[src/rtl/mul_shift_add_cu.sv]
// Sequential unsigned shift-and-add multiplier with start/done handshake; registers update on the falling edge of CLK.
// Optional build macro MUL_EARLY_EXIT_EN ends iteration as soon as the remaining multiplier bits are all zero.
module mul_shift_add_cu #(
  parameter int WIDTH = 8
) (
  input  logic               CLK,
  input  logic               reset,
  input  logic               start,
  input  logic [WIDTH-1:0]   a,
  input  logic [WIDTH-1:0]   b,
  output logic               busy,
  output logic               done,
  output logic [2*WIDTH-1:0] product
);

  localparam int CW = (WIDTH > 1) ? $clog2(WIDTH) : 1;

  typedef enum logic [1:0] {
    S_IDLE  = 2'b00,
    S_ADD   = 2'b01,
    S_DONE  = 2'b10,
    S_SPARE = 2'b11
  } state_t;

  state_t             state_q, state_d;
  logic [2*WIDTH-1:0] mcand_q, mcand_d;
  logic [WIDTH-1:0]   mplier_q, mplier_d;
  logic [2*WIDTH-1:0] acc_q, acc_d;
  logic [CW-1:0]      count_q, count_d;
  logic [2*WIDTH-1:0] product_q, product_d;

  logic [2*WIDTH-1:0] acc_sum;
  logic [WIDTH-1:0]   mplier_shift;
  logic               add_last;

  // Product is 2*WIDTH bits wide, so this add can never carry out.
  assign acc_sum      = mplier_q[0] ? (acc_q + mcand_q) : acc_q;
  assign mplier_shift = mplier_q >> 1;

`ifdef MUL_EARLY_EXIT_EN
  assign add_last = (count_q == CW'(WIDTH - 1)) || (mplier_shift == '0);
`else
  assign add_last = (count_q == CW'(WIDTH - 1));
`endif

  always_ff @(negedge CLK) begin
    if (reset) begin
      state_q   <= S_IDLE;
      mcand_q   <= '0;
      mplier_q  <= '0;
      acc_q     <= '0;
      count_q   <= '0;
      product_q <= '0;
    end else begin
      state_q   <= state_d;
      mcand_q   <= mcand_d;
      mplier_q  <= mplier_d;
      acc_q     <= acc_d;
      count_q   <= count_d;
      product_q <= product_d;
    end
  end

  always_comb begin
    state_d = state_q;
    case (state_q)
      S_IDLE:  if (start) state_d = S_ADD;
      S_ADD:   if (add_last) state_d = S_DONE;
      S_DONE:  state_d = S_IDLE;
      default: state_d = S_IDLE;
    endcase
  end

  always_comb begin
    mcand_d   = mcand_q;
    mplier_d  = mplier_q;
    acc_d     = acc_q;
    count_d   = count_q;
    product_d = product_q;
    case (state_q)
      S_IDLE: begin
        if (start) begin
          mcand_d  = {{WIDTH{1'b0}}, a};
          mplier_d = b;
          acc_d    = '0;
          count_d  = '0;
        end
      end
      S_ADD: begin
        acc_d    = acc_sum;
        mcand_d  = mcand_q << 1;
        mplier_d = mplier_shift;
        count_d  = count_q + CW'(1);
        if (add_last) product_d = acc_sum;
      end
      default: ;
    endcase
  end

  always_comb begin
    busy = (state_q == S_ADD);
    done = (state_q == S_DONE);
  end

  assign product = product_q;

endmodule

[config.mk]
export PLATFORM = sky130hd
export DESIGN_NAME = mul_shift_add_cu
export DESIGN_NICKNAME = d
export VERILOG_FILES = /design/src/rtl/mul_shift_add_cu.sv
export SDC_FILE = /design/constraint.sdc
export NUM_CORES = 1
export LEC_CHECK = 0
export CAP_MARGIN = 20
export CORE_MARGIN = 2
export CORE_UTILIZATION = 50
export CTS_BUF_LIST = sky130_fd_sc_hd__clkbuf_4 sky130_fd_sc_hd__clkbuf_8
export CTS_CLUSTER_SIZE = 10
export DETAILED_ROUTE_END_ITERATION = 16
export HOLD_SLACK_MARGIN = 0.05
export PLACE_DENSITY = 0.74
export SLEW_MARGIN = 20
export SYNTH_ARGS = -nofsm -noshare
export SYNTH_HDL_FRONTEND = slang
export SYNTH_SLANG_ARGS = --single-unit
[constraint.sdc]
create_clock -name CLK -period 2.46 [get_ports CLK]
set_clock_uncertainty 0.05 [all_clocks]
set_input_delay 0.369 -clock CLK [delete_from_list [all_inputs] [get_ports CLK]]
set_output_delay 0.369 -clock CLK [all_outputs]
set_load 0.03 [all_outputs]
==> After elaboration in Yosys (flattened, before gate mapping) <==
Cells that the tools add are included.
{ "word_totals": {"ff_bits": 61, "in_bits": 19, "out_inout_bits": 18, "elab_cells": 30} }
{ "op_classes": {"addsub": 2, "n_eq_ne": 5, "mux": 12, "n_reduce_logical": 5} }
{ "op_table": {"columns": ["operator", "count"], "rows": [
  ["one-hot mux 16 bit (2 select lines)", 2],
  ["two-way mux 16 bit", 3],
  ["adder 16 bit", 1],
  ["one-hot mux 8 bit (2 select lines)", 1],
  ["two-way mux 8 bit", 1],
  ["one-hot mux 3 bit (2 select lines)", 1],
  ["AND reduction 2 bit", 3],
  ["two-way mux 2 bit", 2],
  ["one-hot mux 2 bit (2 select lines)", 1],
  ["adder 3 x 1 -> 3 bit (second input constant)", 1],
  ["equality test 3 bit (second input constant)", 1],
  ["two-way mux 3 bit", 1],
  ["equality test 2 x 1 -> 1 bit (second input constant)", 1],
  ["equality test 2 bit (second input constant)", 1],
  ["zero test 2 bit", 1],
  ["!= test 2 x 1 -> 1 bit (second input constant)", 1],
  ["!= test 2 bit (second input constant)", 1],
  ["nonzero test 2 bit", 1]
]} }

==> Longest topological paths before layout <==
{ "logic_depth": {"word_depth": 3, "depth_mapped": 9, "ltp_nobuf": 9} }

==> metrics.txt <==
outcome=complete, but fails checks; violations in the final reports=setup timing; area taken by multi-input logic gates=1894 µm²; leakage power summed over all cells=2.016 nW; Unique masters post-synth=56; Residual DRC=0; layout-stage area growth over the synthesis result=35.48%; flip-flop and latch count after synthesis=61; number of H-tree levels=3; proportion of total power due to net switching=32.58%; RSZ-0062 raised after global routing=true; fin. max-slew vios=0; Yosys warnings=0; Antenna diodes=0; initial antenna violation count=0; worst min-delay path startpoint=product[3]; Crit path required time=2.04 ns; overall die height=84.07 µm; number of enable-type register cells in the synthesized netlist=0; via count=3240; Routability Congestion=0.8426; wire length of the first global-routing pass=14.06 mm; Std-Cell Core Area=6277 µm²; path class of the lowest-slack min-delay path=reg2reg; via count of the first global-routing pass=3158; wire per inst=14.17 µm; share of power burned in the clock network=48.9%; x dimension of the die=84.07 µm; CP Depth=3; Worst setup EP type=output pin; part of the total power dissipated in combinational logic=10.2%; Startpoint Class=flop; Cells after Synth=387; final setup vio count=18; startpoint of the lowest-slack register-to-register path=mcand_q[1]; Worst Slack Setup Final=-0.2597 ns; cell internal pwr=1.728 mW; Avg Inst Size Synth=8.283 µm²; Filler Cell Count=512; setup total negative slack=-0.9041 ns; DRC violation total after the first TritonRoute iteration=220; share of final-layout standard cells stronger than drive strength 1=22.66%; maximum number of buffers from clock root to sink=2; Data arrival, critical path=2.30 ns; pin slew with the least headroom to its limit=0.6926 ns; sequential group share of total power=40.9%; biggest cell delay along the critical path=0.33 ns; net count after synthesis=424; net count reported at finish=545; vias per cell=5.501; top flip-flop cell by instance count after synthesis=sky130_fd_sc_hd__dfxtp_1; Hold Slack=0.4173 ns; footprint of the flip-flops and latches=1246 µm²; Crit Path Class=reg2out; worst hold path cell count=2; worst-case headroom to the max-slew limit=53.24%; all-layer global routing usage=24.66%; die footprint=7068 µm²; maximum vdd ir drop=0.0004952 V; maximum number of pins on one net before global-route repair=33; net switching power of the design=0.8348 mW; Clk Latency, worst-skew pair=0.41 ns; CTS tree=built; biggest fanout along the worst timing path=2; share of synthesized area occupied by flip-flops and latches=38.10%; netlist area before placement=3206 µm²; count of standard-cell rows=29; effective utilization at floorplan=51.07%; CP top delay family=flip-flops; CTS clock-pin slew for the worst setup and hold paths=0.04 ns; Slowest cell on crit path=sky130_fd_sc_hd__dfxtp_2; HPWL after detailed placement=5.519 mm; clock sink count=61; post-route core utilization=69.18%; CP Launch Point=state_q[0]; CP bufs+invs=2; total I/O pin count=37; Post-CTS Hold Buffers=0; number of buffers added on ports=36; worst-case reg-to-reg path depth=8; final hold vios=0; proportion of register bits with asynchronous set or reset after synthesis=0%; MaxCap Viol Count=0; detailed-routing iteration count for the pre-antenna-repair pass=5; total routed wirelength=8.346 mm; sum of overflow across all layers after global routing=0; cell at the root of the clock tree=sky130_fd_sc_hd__clkbuf_8; number of buffers inserted during clock tree synthesis=9; number of nets with antenna violations after routing=0; power per standard cell area=590.1 nW/µm²; cells along the critical path=buf_6 -> nor2b_4 -> buf_6; most used cell, CP=sky130_fd_sc_hd__buf_6
cell usage after synthesis, types with 2 or more instances:
library cell | number | area share, %
sky130_fd_sc_hd__a31oi_1 | 4 | 0.78
sky130_fd_sc_hd__nand3b_1 | 4 | 0.94
sky130_fd_sc_hd__a21oi_2 | 3 | 0.82
sky130_fd_sc_hd__or3_1 | 2 | 0.39
sky130_fd_sc_hd__nand3_1 | 3 | 0.47
sky130_fd_sc_hd__xor2_1 | 7 | 1.9
sky130_fd_sc_hd__xnor2_1 | 6 | 1.6
sky130_fd_sc_hd__a22oi_1 | 19 | 4.4
sky130_fd_sc_hd__nand2b_1 | 6 | 1.2
sky130_fd_sc_hd__clkbuf_1 | 17 | 2.0
sky130_fd_sc_hd__dfxtp_1 | 61 | 38
sky130_fd_sc_hd__nand2_1 | 46 | 5.4
sky130_fd_sc_hd__clkbuf_8 | 2 | 0.86
sky130_fd_sc_hd__nor3_1 | 4 | 0.62
sky130_fd_sc_hd__a211oi_1 | 12 | 2.8
sky130_fd_sc_hd__inv_1 | 4 | 0.47
sky130_fd_sc_hd__nor2_1 | 72 | 8.4
sky130_fd_sc_hd__buf_6 | 3 | 1.1
sky130_fd_sc_hd__o21ai_1 | 3 | 0.47
sky130_fd_sc_hd__mux2i_1 | 6 | 1.9
sky130_fd_sc_hd__nor2b_1 | 6 | 1.2
sky130_fd_sc_hd__o21ai_0 | 8 | 1.2
sky130_fd_sc_hd__ha_1 | 17 | 6.6
sky130_fd_sc_hd__a311oi_1 | 11 | 3.0
sky130_fd_sc_hd__a21o_1 | 2 | 0.47
sky130_fd_sc_hd__a21oi_1 | 29 | 4.5
final cells by class:
type,instances,area share [%]
Multi-Input combinational cell,297,43.62
Sequential cell,61,28.69
Timing Repair Buffer,73,15.47
Clock inverter,67,6.655
Clock buffer,9,2.852
Tap cell,77,2.218
Inverter,5,0.4898
state kept, by name, summed over array words and instances, names as in the netlist:
signal and flops:
acc_q 16, state_q 2, mcand_q 16, count_q 3
product 16, mplier_q 8
routing by layer:
layer,share of wire (%),track usage (%),vias up,wire length (µm)
li1,-,-,1616,-
met1,48,31.87,1518,4001
met2,45,36.72,91,3740
met3,5.7,7.814,15,473
met4,1.6,12.76,0,131
met5,0,0,-,0
power by group through the flow:
stage / Sequential (mW) / Combinational [mW] / Clock, mW
after global routing: 1.05 / 0.286 / 1.40
after detailed placement: 1.06 / 0.242 / 0.153
after global placement: 1.06 / 0.240 / 0.153
final: 1.05 / 0.260 / 1.25
after floorplan: 1.05 / 0.165 / 0.153
after CTS: 1.05 / 0.254 / 1.29
cells in the final DEF, fill, tap and decap left out, types with 6 or more instances in the layout:
| cell | count |
|---|---|
| sky130_fd_sc_hd__xor2_1 | 7 |
| sky130_fd_sc_hd__a211oi_1 | 11 |
| sky130_fd_sc_hd__o21ai_0 | 8 |
| sky130_fd_sc_hd__buf_6 | 20 |
| sky130_fd_sc_hd__inv_1 | 65 |
| sky130_fd_sc_hd__buf_4 | 33 |
| sky130_fd_sc_hd__nand2_1 | 46 |
| sky130_fd_sc_hd__mux2i_1 | 6 |
| sky130_fd_sc_hd__nor2_1 | 71 |
| sky130_fd_sc_hd__a22oi_1 | 19 |
| sky130_fd_sc_hd__a311oi_1 | 10 |
| sky130_fd_sc_hd__ha_1 | 16 |
| sky130_fd_sc_hd__clkbuf_8 | 9 |
| sky130_fd_sc_hd__dfxtp_2 | 20 |
| sky130_fd_sc_hd__dfxtp_1 | 41 |
| sky130_fd_sc_hd__a21oi_1 | 27 |
| sky130_fd_sc_hd__clkdlybuf4s50_1 | 16 |
worst min-delay path, cell delays in order (launching register included):
cell                      delay, ns
sky130_fd_sc_hd__dfxtp_2       0.32
sky130_fd_sc_hd__nand2_1       0.05
sky130_fd_sc_hd__a21oi_1       0.05
final timing paths:
| path | endpoint | slack [ns] |
|---|---|---|
| max | done | -0.26 |
| min | product[3] | 0.42 |
| max reg2reg | product[15] | 0.09 |
| min reg2reg | product[3] | 0.42 |
cells by family (layout without fill, tap and decap cells):
group / Yosys count / in the layout / share of synthesized area [%]
AND/OR/NAND/NOR: 154 / 154 / 21.23
AO/OA/AOI/OAI: 105 / 105 / 22.91
flip-flops: 61 / 61 / 38.10
buffers and inverters: 29 / 154 / 4.722
adder cells (fa/ha/maj): 18 / 18 / 7.260
XOR/XNOR: 13 / 13 / 3.552
multiplexers: 7 / 7 / 2.225
through the flow:
stage	setup slack, ns	std cells	total power, mW	instance area (µm²)
2_1_floorplan	-0.1084	387	1.369	3227
3_3_place_gp	-0.5655	503	1.450	3694
3_5_place_dp	-0.5573	503	1.454	3694
4_1_cts	-0.2757	585	2.592	4272
5_1_grt	-0.2921	589	2.735	4343
6_report	-0.2597	589	2.563	4343
what timing repair did:
item	4_1_cts	5_1_grt
gates resized for setup	45	12
gates cloned	2	0
pin swaps	1	3
endpoints found under the setup margin	63	33
setup buffers	5	4
Power figures use the tool's default switching activity.
